### config.mk
export PLATFORM = sky130hd
export DESIGN_NAME = brnch_pred_upd_sched
export DESIGN_NICKNAME = d
export VERILOG_FILES = /design/src/rtl/brnch_pred_pkg.sv /design/src/rtl/brnch_resolve_fifo.sv /design/src/rtl/brnch_pred_upd_sched.sv
export SDC_FILE = /design/constraint.sdc
export NUM_CORES = 1
export LEC_CHECK = 0
export BUFFER_PORTS_ARGS = -buffer_cell sky130_fd_sc_hd__buf_4
export CORE_UTILIZATION = 25
export DETAILED_ROUTE_END_ITERATION = 10
export GPL_ROUTABILITY_DRIVEN = 0
export REMOVE_ABC_BUFFERS = 1
export SYNTH_ARGS = -nofsm -noshare
export SYNTH_HDL_FRONTEND = slang
export SYNTH_SLANG_ARGS = --single-unit
### constraint.sdc
create_clock -name clk -period 2.9 [get_ports clk]
set_input_delay 0.58 -clock clk [delete_from_list [all_inputs] [get_ports clk]]
set_output_delay 0.58 -clock clk [all_outputs]
set_load 0.05 [all_outputs]
### src/rtl/brnch_pred_pkg.sv
// Shared types and reset constants for the branch-predictor table update scheduler.
package brnch_pred_pkg;

  localparam int BP_IDX_W = 5;

  typedef enum logic {INIT = 1'b0, RUN = 1'b1} bp_sched_state_t;

  typedef struct packed {
    logic [BP_IDX_W-1:0] addr;
    logic                taken;
  } bp_resolve_t;

  // LHT clears to an all-zero history; LPT clears to weakly-not-taken.
  localparam logic       LHT_RST_VAL = 1'b0;
  localparam logic [1:0] LPT_RST_VAL = 2'b01;

endpackage

### src/rtl/brnch_resolve_fifo.sv
// In-order resolution queue; a push and a pop may share a cycle even when full.
module brnch_resolve_fifo #(
  parameter int DEPTH  = 4,
  parameter int DATA_W = 6
) (
  input  logic                       clk,
  input  logic                       rst,
  input  logic                       clr,
  input  logic                       push,
  input  logic                       pop,
  input  logic [DATA_W-1:0]          din,
  output logic [DATA_W-1:0]          dout,
  output logic                       full,
  output logic                       empty,
  output logic [$clog2(DEPTH):0]     count
);

  localparam int AW = $clog2(DEPTH);

  logic [DATA_W-1:0] mem [DEPTH];
  logic [AW-1:0]     head;
  logic [AW-1:0]     tail;
  logic [AW:0]       cnt;

  always_ff @(posedge clk) begin
    if (rst || clr) begin
      head <= '0;
      tail <= '0;
      cnt  <= '0;
    end else begin
      if (push) tail <= tail + 1'b1;
      if (pop)  head <= head + 1'b1;
      cnt <= cnt + (AW+1)'(push) - (AW+1)'(pop);
    end
  end

  // Storage carries no reset; only the pointers define validity.
  always_ff @(posedge clk) begin
    if (push) mem[tail] <= din;
  end

  assign dout  = mem[head];
  assign full  = (cnt == (AW+1)'(DEPTH));
  assign empty = (cnt == '0);
  assign count = cnt;

endmodule

### src/rtl/brnch_pred_upd_sched.sv
// Schedules writes to the single-ported LHT/LPT: init sweep, then queued updates
// issued in lookup-free cycles with a starvation override.
module brnch_pred_upd_sched
  import brnch_pred_pkg::*;
#(
  parameter int IDX_W      = 5,
  parameter int QDEPTH     = 4,
  parameter int STARVE_LIM = 3
) (
  input  logic                        clk,
  input  logic                        rst,
  input  logic                        resolve_valid,
  input  logic [IDX_W-1:0]            resolve_addr,
  input  logic                        resolve_taken,
  input  logic                        lookup_req,
  input  logic                        flush_req,
  output logic                        upd_en,
  output logic                        upd_clr,
  output logic [IDX_W-1:0]            upd_addr,
  output logic                        upd_taken,
  output logic                        lookup_blocked,
  output logic                        pred_ready,
  output logic                        q_full,
  output logic [$clog2(QDEPTH):0]     q_count,
  output logic [7:0]                  drop_cnt
);

  localparam int SW = (STARVE_LIM > 0) ? $clog2(STARVE_LIM + 1) : 1;

  function automatic logic [7:0] sat_inc8(input logic [7:0] v);
    return (v == 8'hFF) ? v : v + 8'd1;
  endfunction

  bp_sched_state_t state, state_nxt;
  logic [IDX_W-1:0] sweep_idx, sweep_nxt;
  logic [SW-1:0]    starve_cnt, starve_nxt;

  logic             q_empty;
  logic [IDX_W:0]   q_head;
  logic             issue;
  logic             accept;
  logic             push;
  logic             drop;

  brnch_resolve_fifo #(
    .DEPTH  (QDEPTH),
    .DATA_W (IDX_W + 1)
  ) u_fifo (
    .clk   (clk),
    .rst   (rst),
    .clr   (flush_req),
    .push  (push),
    .pop   (issue),
    .din   ({resolve_addr, resolve_taken}),
    .dout  (q_head),
    .full  (q_full),
    .empty (q_empty),
    .count (q_count)
  );

  always_comb begin
    state_nxt      = state;
    sweep_nxt      = sweep_idx;
    starve_nxt     = starve_cnt;
    issue          = 1'b0;
    upd_en         = 1'b0;
    upd_clr        = 1'b0;
    upd_addr       = q_head[IDX_W:1];
    upd_taken      = 1'b0;
    lookup_blocked = 1'b0;
    pred_ready     = 1'b0;
    case (state)
      INIT: begin
        upd_en    = 1'b1;
        upd_clr   = 1'b1;
        upd_addr  = sweep_idx;
        upd_taken = LHT_RST_VAL;
        sweep_nxt = sweep_idx + 1'b1;
        if (flush_req)
          sweep_nxt = '0;
        else if (sweep_idx == {IDX_W{1'b1}})
          state_nxt = RUN;
      end
      RUN: begin
        pred_ready = 1'b1;
        if (q_empty) begin
          starve_nxt = '0;
        end else if (!lookup_req || starve_cnt == SW'(STARVE_LIM)) begin
          issue          = 1'b1;
          upd_en         = 1'b1;
          upd_taken      = q_head[0];
          lookup_blocked = lookup_req;
          starve_nxt     = '0;
        end else begin
          starve_nxt = starve_cnt + 1'b1;
        end
        if (flush_req) begin
          state_nxt  = INIT;
          sweep_nxt  = '0;
          starve_nxt = '0;
        end
      end
      default: state_nxt = INIT;
    endcase
  end

  // A pop in the same cycle frees a slot, so a full queue still accepts.
  assign accept = (state == RUN) && resolve_valid && !flush_req;
  assign push   = accept && (!q_full || issue);
  assign drop   = accept && q_full && !issue;

  always_ff @(posedge clk) begin
    if (rst) begin
      state      <= INIT;
      sweep_idx  <= '0;
      starve_cnt <= '0;
      drop_cnt   <= '0;
    end else begin
      state      <= state_nxt;
      sweep_idx  <= sweep_nxt;
      starve_cnt <= starve_nxt;
      if (drop) drop_cnt <= sat_inc8(drop_cnt);
    end
  end

endmodule
# Word level (Yosys, flattened, before mapping)
# Memory sizes are Yosys's and may differ from the RTL's. A register that Yosys moved wholly into a read port is not among the register bits.
# Index checks and enable logic that the tools add are counted.
dict set report totals {
  regBits 23
  ram_bits 24
  output_inout_bits 22
  mem_count 1
}
# memory depth width rd rd_clocked_by_memory_dff write_ports line_no
set memory_table {}
lappend memory_table {u_fifo.mem 4 6 1 1 1 brnch_resolve_fifo.sv:20} ;# logic [DATA_W-1:0] mem [DEPTH];
dict set report classes {
  n_addsub 7
  eq_ne 5
  mux 27
  bitwise_logic 2
  n_reduce_logical 14
}
# cell n
set op_table {}
lappend op_table {{$mux W1} 15}
lappend op_table {{$mux W5} 3}
lappend op_table {{$mux W2} 5}
lappend op_table {{$pmux W5 S2} 1}
lappend op_table {{$add A8 B1 Y8 const B} 1}
lappend op_table {{$eq A8 B8 Y1 const B} 1}
lappend op_table {{$add A2 B1 Y2 const B} 3}
lappend op_table {{$pmux W1 S2} 3}
lappend op_table {{$add A5 B1 Y5 const B} 1}
lappend op_table {{$eq A5 B5 Y1 const B} 1}
lappend op_table {{$logic_and A1 B1 Y1} 5}
lappend op_table {{$logic_not A1 Y1} 4}
lappend op_table {{$add A3 B1 Y3} 1}
lappend op_table {{$eq A3 B3 Y1 const B} 1}
lappend op_table {{$logic_not A3 Y1} 1}
lappend op_table {{$logic_or A1 B1 Y1} 3}
lappend op_table {{$sub A3 B1 Y3} 1}
lappend op_table {{$eq A2 B2 Y1 const B} 1}
lappend op_table {{$ne A2 B2 Y1 const B} 1}
lappend op_table {{$not A1 Y1} 2}
lappend op_table {{$reduce_and A2 Y1} 1}

# Depth between registers and ports, before layout
dict set report depth {
  depth_word 9
  mapped_depth 11
  ltp_nobuf 11
}

# By module
# Synthesis repeated with hierarchy kept, for this count alone.
dict set report unflattened {
  hier_cells 179
  area_unflattened_um2 2202.1
}
# mod instances cells_per_inst area_per_inst_um2
set by_module_without_submodules {}
lappend by_module_without_submodules {brnch_resolve_fifo 1 77 1320.0}
lappend by_module_without_submodules {brnch_pred_upd_sched 1 102 882.1}

# Least setup slack after synthesis
# Ideal clock, no wire load.
dict set report synth_timing {
  kind {register to register}
  start {register u_fifo.cnt[2] (netlist: u_fifo.count[2])}
  end {register u_fifo.cnt[2] (netlist: u_fifo.count[2])}
  t_arrival_ns 2.565
  t_required_ns 2.772
  slack_ns 0.208
  stages_incl_launch_ff 8
  n_path_buf 0
  period_less_slack_ns 2.692
  path_cell_list {dfxtp_1 nor3b_4 a21oi_1 ha_1 fa_1 xnor2_1 xnor2_1 nor2_1}
}
dict set report synth_between {
  word_cells_on_any_way 9
}
# element line_no
set synth_rtl {}
lappend synth_rtl {{from (decl)} brnch_resolve_fifo.sv:23} ;# logic [AW:0] cnt;
lappend synth_rtl {{from (signal assigned)} brnch_resolve_fifo.sv:33} ;# cnt <= cnt + (AW+1)'(push) - (AW+1)'(pop);
lappend synth_rtl {{$eq A3 B3 Y1} brnch_resolve_fifo.sv:43} ;# assign full = (cnt == (AW+1)'(DEPTH));
lappend synth_rtl {{net q_full} brnch_pred_upd_sched.sv:23} ;# output logic q_full,
lappend synth_rtl {{$logic_not A1 Y1} brnch_pred_upd_sched.sv:109} ;# assign push = accept && (!q_full || issue);
lappend synth_rtl {{$logic_or A1 B1 Y1} brnch_pred_upd_sched.sv:109}
lappend synth_rtl {{$logic_and A1 B1 Y1} brnch_pred_upd_sched.sv:109}
lappend synth_rtl {{net push} brnch_pred_upd_sched.sv:42} ;# logic push;
lappend synth_rtl {{$add A3 B1 Y3} brnch_resolve_fifo.sv:33}
lappend synth_rtl {{$sub A3 B1 Y3} brnch_resolve_fifo.sv:33}
# The timed path passes the listed nets, and every way through them passes these cells.
# A chain may end at the register's enable or synchronous reset.

==> key figures <==
Power and ir drop
  • Static Leakage: 0.987 nW
  • Fraction of power spent switching nets: 0.228
  • Areal power density over the cells: between 400 and 500 mW/mm^2
  • Clock share of power: 0.362
  • Internal power: 0.921 mW
  • Post-route total power: 1.19 mW
  • Peak supply drop: about 0.17 mV
  • Combinational group share of total power: 0.029
  • Switching power: 0.272 mW
  • Sequential fraction of design power: 0.609

Floorplan
  • Number of placed I/O pins: 33
  • Area of the die: between 0.009 and 0.01 sq mm
  • Y dimension of the die: between 90 and 100 um
  • Die outline width: approximately 95 um
  • Num rows: 33
  • Placeable Area: roughly 0.0083 sq mm
  • Effective utilization at floorplan: 0.261

Synth
  • Commonest cells in the synthesized netlist: sky130_fd_sc_hd__dfxtp_1, sky130_fd_sc_hd__edfxtp_1, sky130_fd_sc_hd__nor2_1
  • Proportion of register bits with asynchronous set or reset after synthesis: 0
  • EDFF count, synth: 24
  • Synthesized netlist cell count: roughly 180
  • Cell area after synthesis: about 0.0022 sq mm
  • Total number of yosys warnings: 0
  • Yosys reg bits: 49
  • Sequential share of the synthesized area: 0.560
  • Count of unique library cells instantiated by Yosys: 40
  • Average cell area after synthesis: between 10 and 15 sq um
  • Yosys top cell area share: 0.330
  • Biggest area contributors in the synthesized netlist: sky130_fd_sc_hd__edfxtp_1, sky130_fd_sc_hd__dfxtp_1, sky130_fd_sc_hd__mux4_2, sky130_fd_sc_hd__ha_1, sky130_fd_sc_hd__nor2_1
  • Post-synth top flop: sky130_fd_sc_hd__dfxtp_1
  • Top-count cell post-synth: sky130_fd_sc_hd__dfxtp_1
  • Area leader, netlist: sky130_fd_sc_hd__edfxtp_1

Worst setup path
  • Arrival time at the worst endpoint: about 1.9 ns
  • Critical path's largest stage delay: around 0.58 ns
  • Worst path required time: between 2 and 2.5 ns
  • Critical-path top delay cell: sky130_fd_sc_hd__dfxtp_1
  • Type of the setup path with the least slack: reg -> out
  • Sort of element at the start of the critical path: flip-flop
  • Endpoint class of the critical path: output port
  • Peak fanout along the critical path: 6
  • Crit path cell chain: mux4_2, mux2_2, buf_4

STA
  • Rel. slew slack: 0.550
  • Tcrit/Tclk final: 0.865
  • Worst-case clock skew: ~0.011 ns
  • Total negative setup slack: 0 ns
  • Final hold vios: 0
  • Number of max-slew violations in the final report: 0
  • Final worst slack: between 0.3 and 0.4 ns
  • Unrepaired setup endpoints after global routing: false
  • Final critical-path required period: 2.51 ns
  • Maximum frequency from static timing analysis: between 0.3 and 0.4 GHz
  • Final setup violation count: 0
  • Measured slew at the worst slew-check pin: 0.673 ns

Outcome
  • Outcome: finished, final reports clean

Drt
  • Residual antenna-violating net count after detailed routing: 0
  • Average detailed-routed wire length per instance: 12.7 um
  • Drt first-iter violations: 19
  • Vias per Instance: between 4 and 5
  • First-pass iteration count of the detailed router: 3
  • Via count of the routed design: about 1400
  • Count of unresolved DRC violations after routing: 0
  • Final WL: roughly 4000 um

Placement
  • Setup slack after placement: 0.490 ns
  • Half-perimeter wire length after detailed placement: about 2900 um
  • Number of port buffers: 32
  • Number of placed instances, taps included: about 310

Layout
  • Nets: approximately 230
  • Final antenna diode count: 0
  • Fin cells: 316
  • Layout area overhead: 20.4%
  • Fin util: 0.315
  • Proportion of layout cells with a drive suffix above 1: 0.261

Global routing
  • Maximum number of pins on one net before global-route repair: 19
  • Total GRT Usage: 0.0987
  • Initial antenna violation count: 0
  • Number of global-route vias before repair: between 1000 and 1500
  • Wire length of the first global-routing pass: roughly 6700 um
  • Total global routing overflow: 0

Clock tree
  • Clock latency on the worst-skew pair: about 0.31 ns
  • Clock transition at the registers of the reported paths: approximately 0.10 ns
  • CTS Buf Count: 5
  • Post-cts gate resize count: 0
  • CTS tree: built
  • CTS Root Buffer Type: sky130_fd_sc_hd__clkbuf_8
  • Maximum buffer depth of the clock tree: 2
  • Clock H-tree levels: 2
  • Number of buffers inserted for hold repair after clock tree synthesis: 0
  • Clock tree sinks: just under 50
  • Setup repair bufs after CTS: 0

Worst hold path
  • Class of the worst hold path: in -> reg

Flow run
  • Maximum Capacitance Violations: 0
## stage by stage
stage,instance area (sq um),hold slack [ns]
final,2630,0.463
after global routing,2630,0.450
after CTS,2630,0.454
after detailed placement,2530,0.476
after global placement,2530,0.466
after floorplan,2150,0.443
## routing by layer
layer | share of wire | track usage
met1 | 0.44 | 0.114
met2 | 0.51 | 0.170
met3 | 0.027 | 0.0215
met4 | 0.023 | 0.0522
met5 | 0 | 0
## kinds of logic after synthesis
logic type	synth area share
flops	0.560
fa+ha+maj	0.0666
compound gates	0.0534
simple gates	0.155
buf+inv	0.0356
xor+xnor	0.0281
mux	0.102
## cell usage in the layout (no fill, tap or decap), types with 6 or more instances in the layout
cell,synthesis,routed
sky130_fd_sc_hd__a21oi_1,8,8
sky130_fd_sc_hd__ha_1,10,10
sky130_fd_sc_hd__edfxtp_1,24,24
sky130_fd_sc_hd__inv_1,12,12
sky130_fd_sc_hd__nor2_1,18,18
sky130_fd_sc_hd__dfxtp_1,25,25
sky130_fd_sc_hd__mux4_2,6,6
sky130_fd_sc_hd__buf_4,0,33
## worst max-delay path: cells and delay by family (launching register included)
family                 cells  cell delay, ns
multiplexers               2            0.85
buffers and inverters      1            0.19
flip-flops                 1            0.58
## area by class of cell
class                      count  area (sq um)
multi-input combinational    109           882
clock inverter                 3          28.8
clock buffer                   5          68.8
sequential                    49          1220
inverter                      12          45.0
fill                         862          5720
tap                          105           131
timing repair buffer          33           248
## power groups by stage
stage               logic (mW)  registers (mW)  clock network (mW)
detailed placement      0.0352           0.742                   0
finish                  0.0346           0.726               0.432
CTS                     0.0353           0.727               0.450
global route            0.0382           0.727               0.473
floorplan               0.0141           0.742                   0
global placement        0.0348           0.742                   0
## registers in the layout, indices dropped and copies added, names as in the netlist, named ones only
name and flops:
sweep_idx 5, u_fifo.tail 2, u_fifo.count 3, state 1
starve_cnt 2, drop_cnt 8, u_fifo.head 2, u_fifo.mem 24
## worst paths after layout
path	to	from	cells after the start	slack, ns
hold reg to reg	starve_cnt[1]	starve_cnt[1]	2	0.49
setup / recovery	upd_addr[2]	flip-flop	3	0.39
setup reg to reg	u_fifo.count[2]	u_fifo.count[1]	10	0.49
hold / removal	u_fifo.mem[0][4]	resolve_addr[3]	1	0.46
Power figures use the tool's default switching activity.
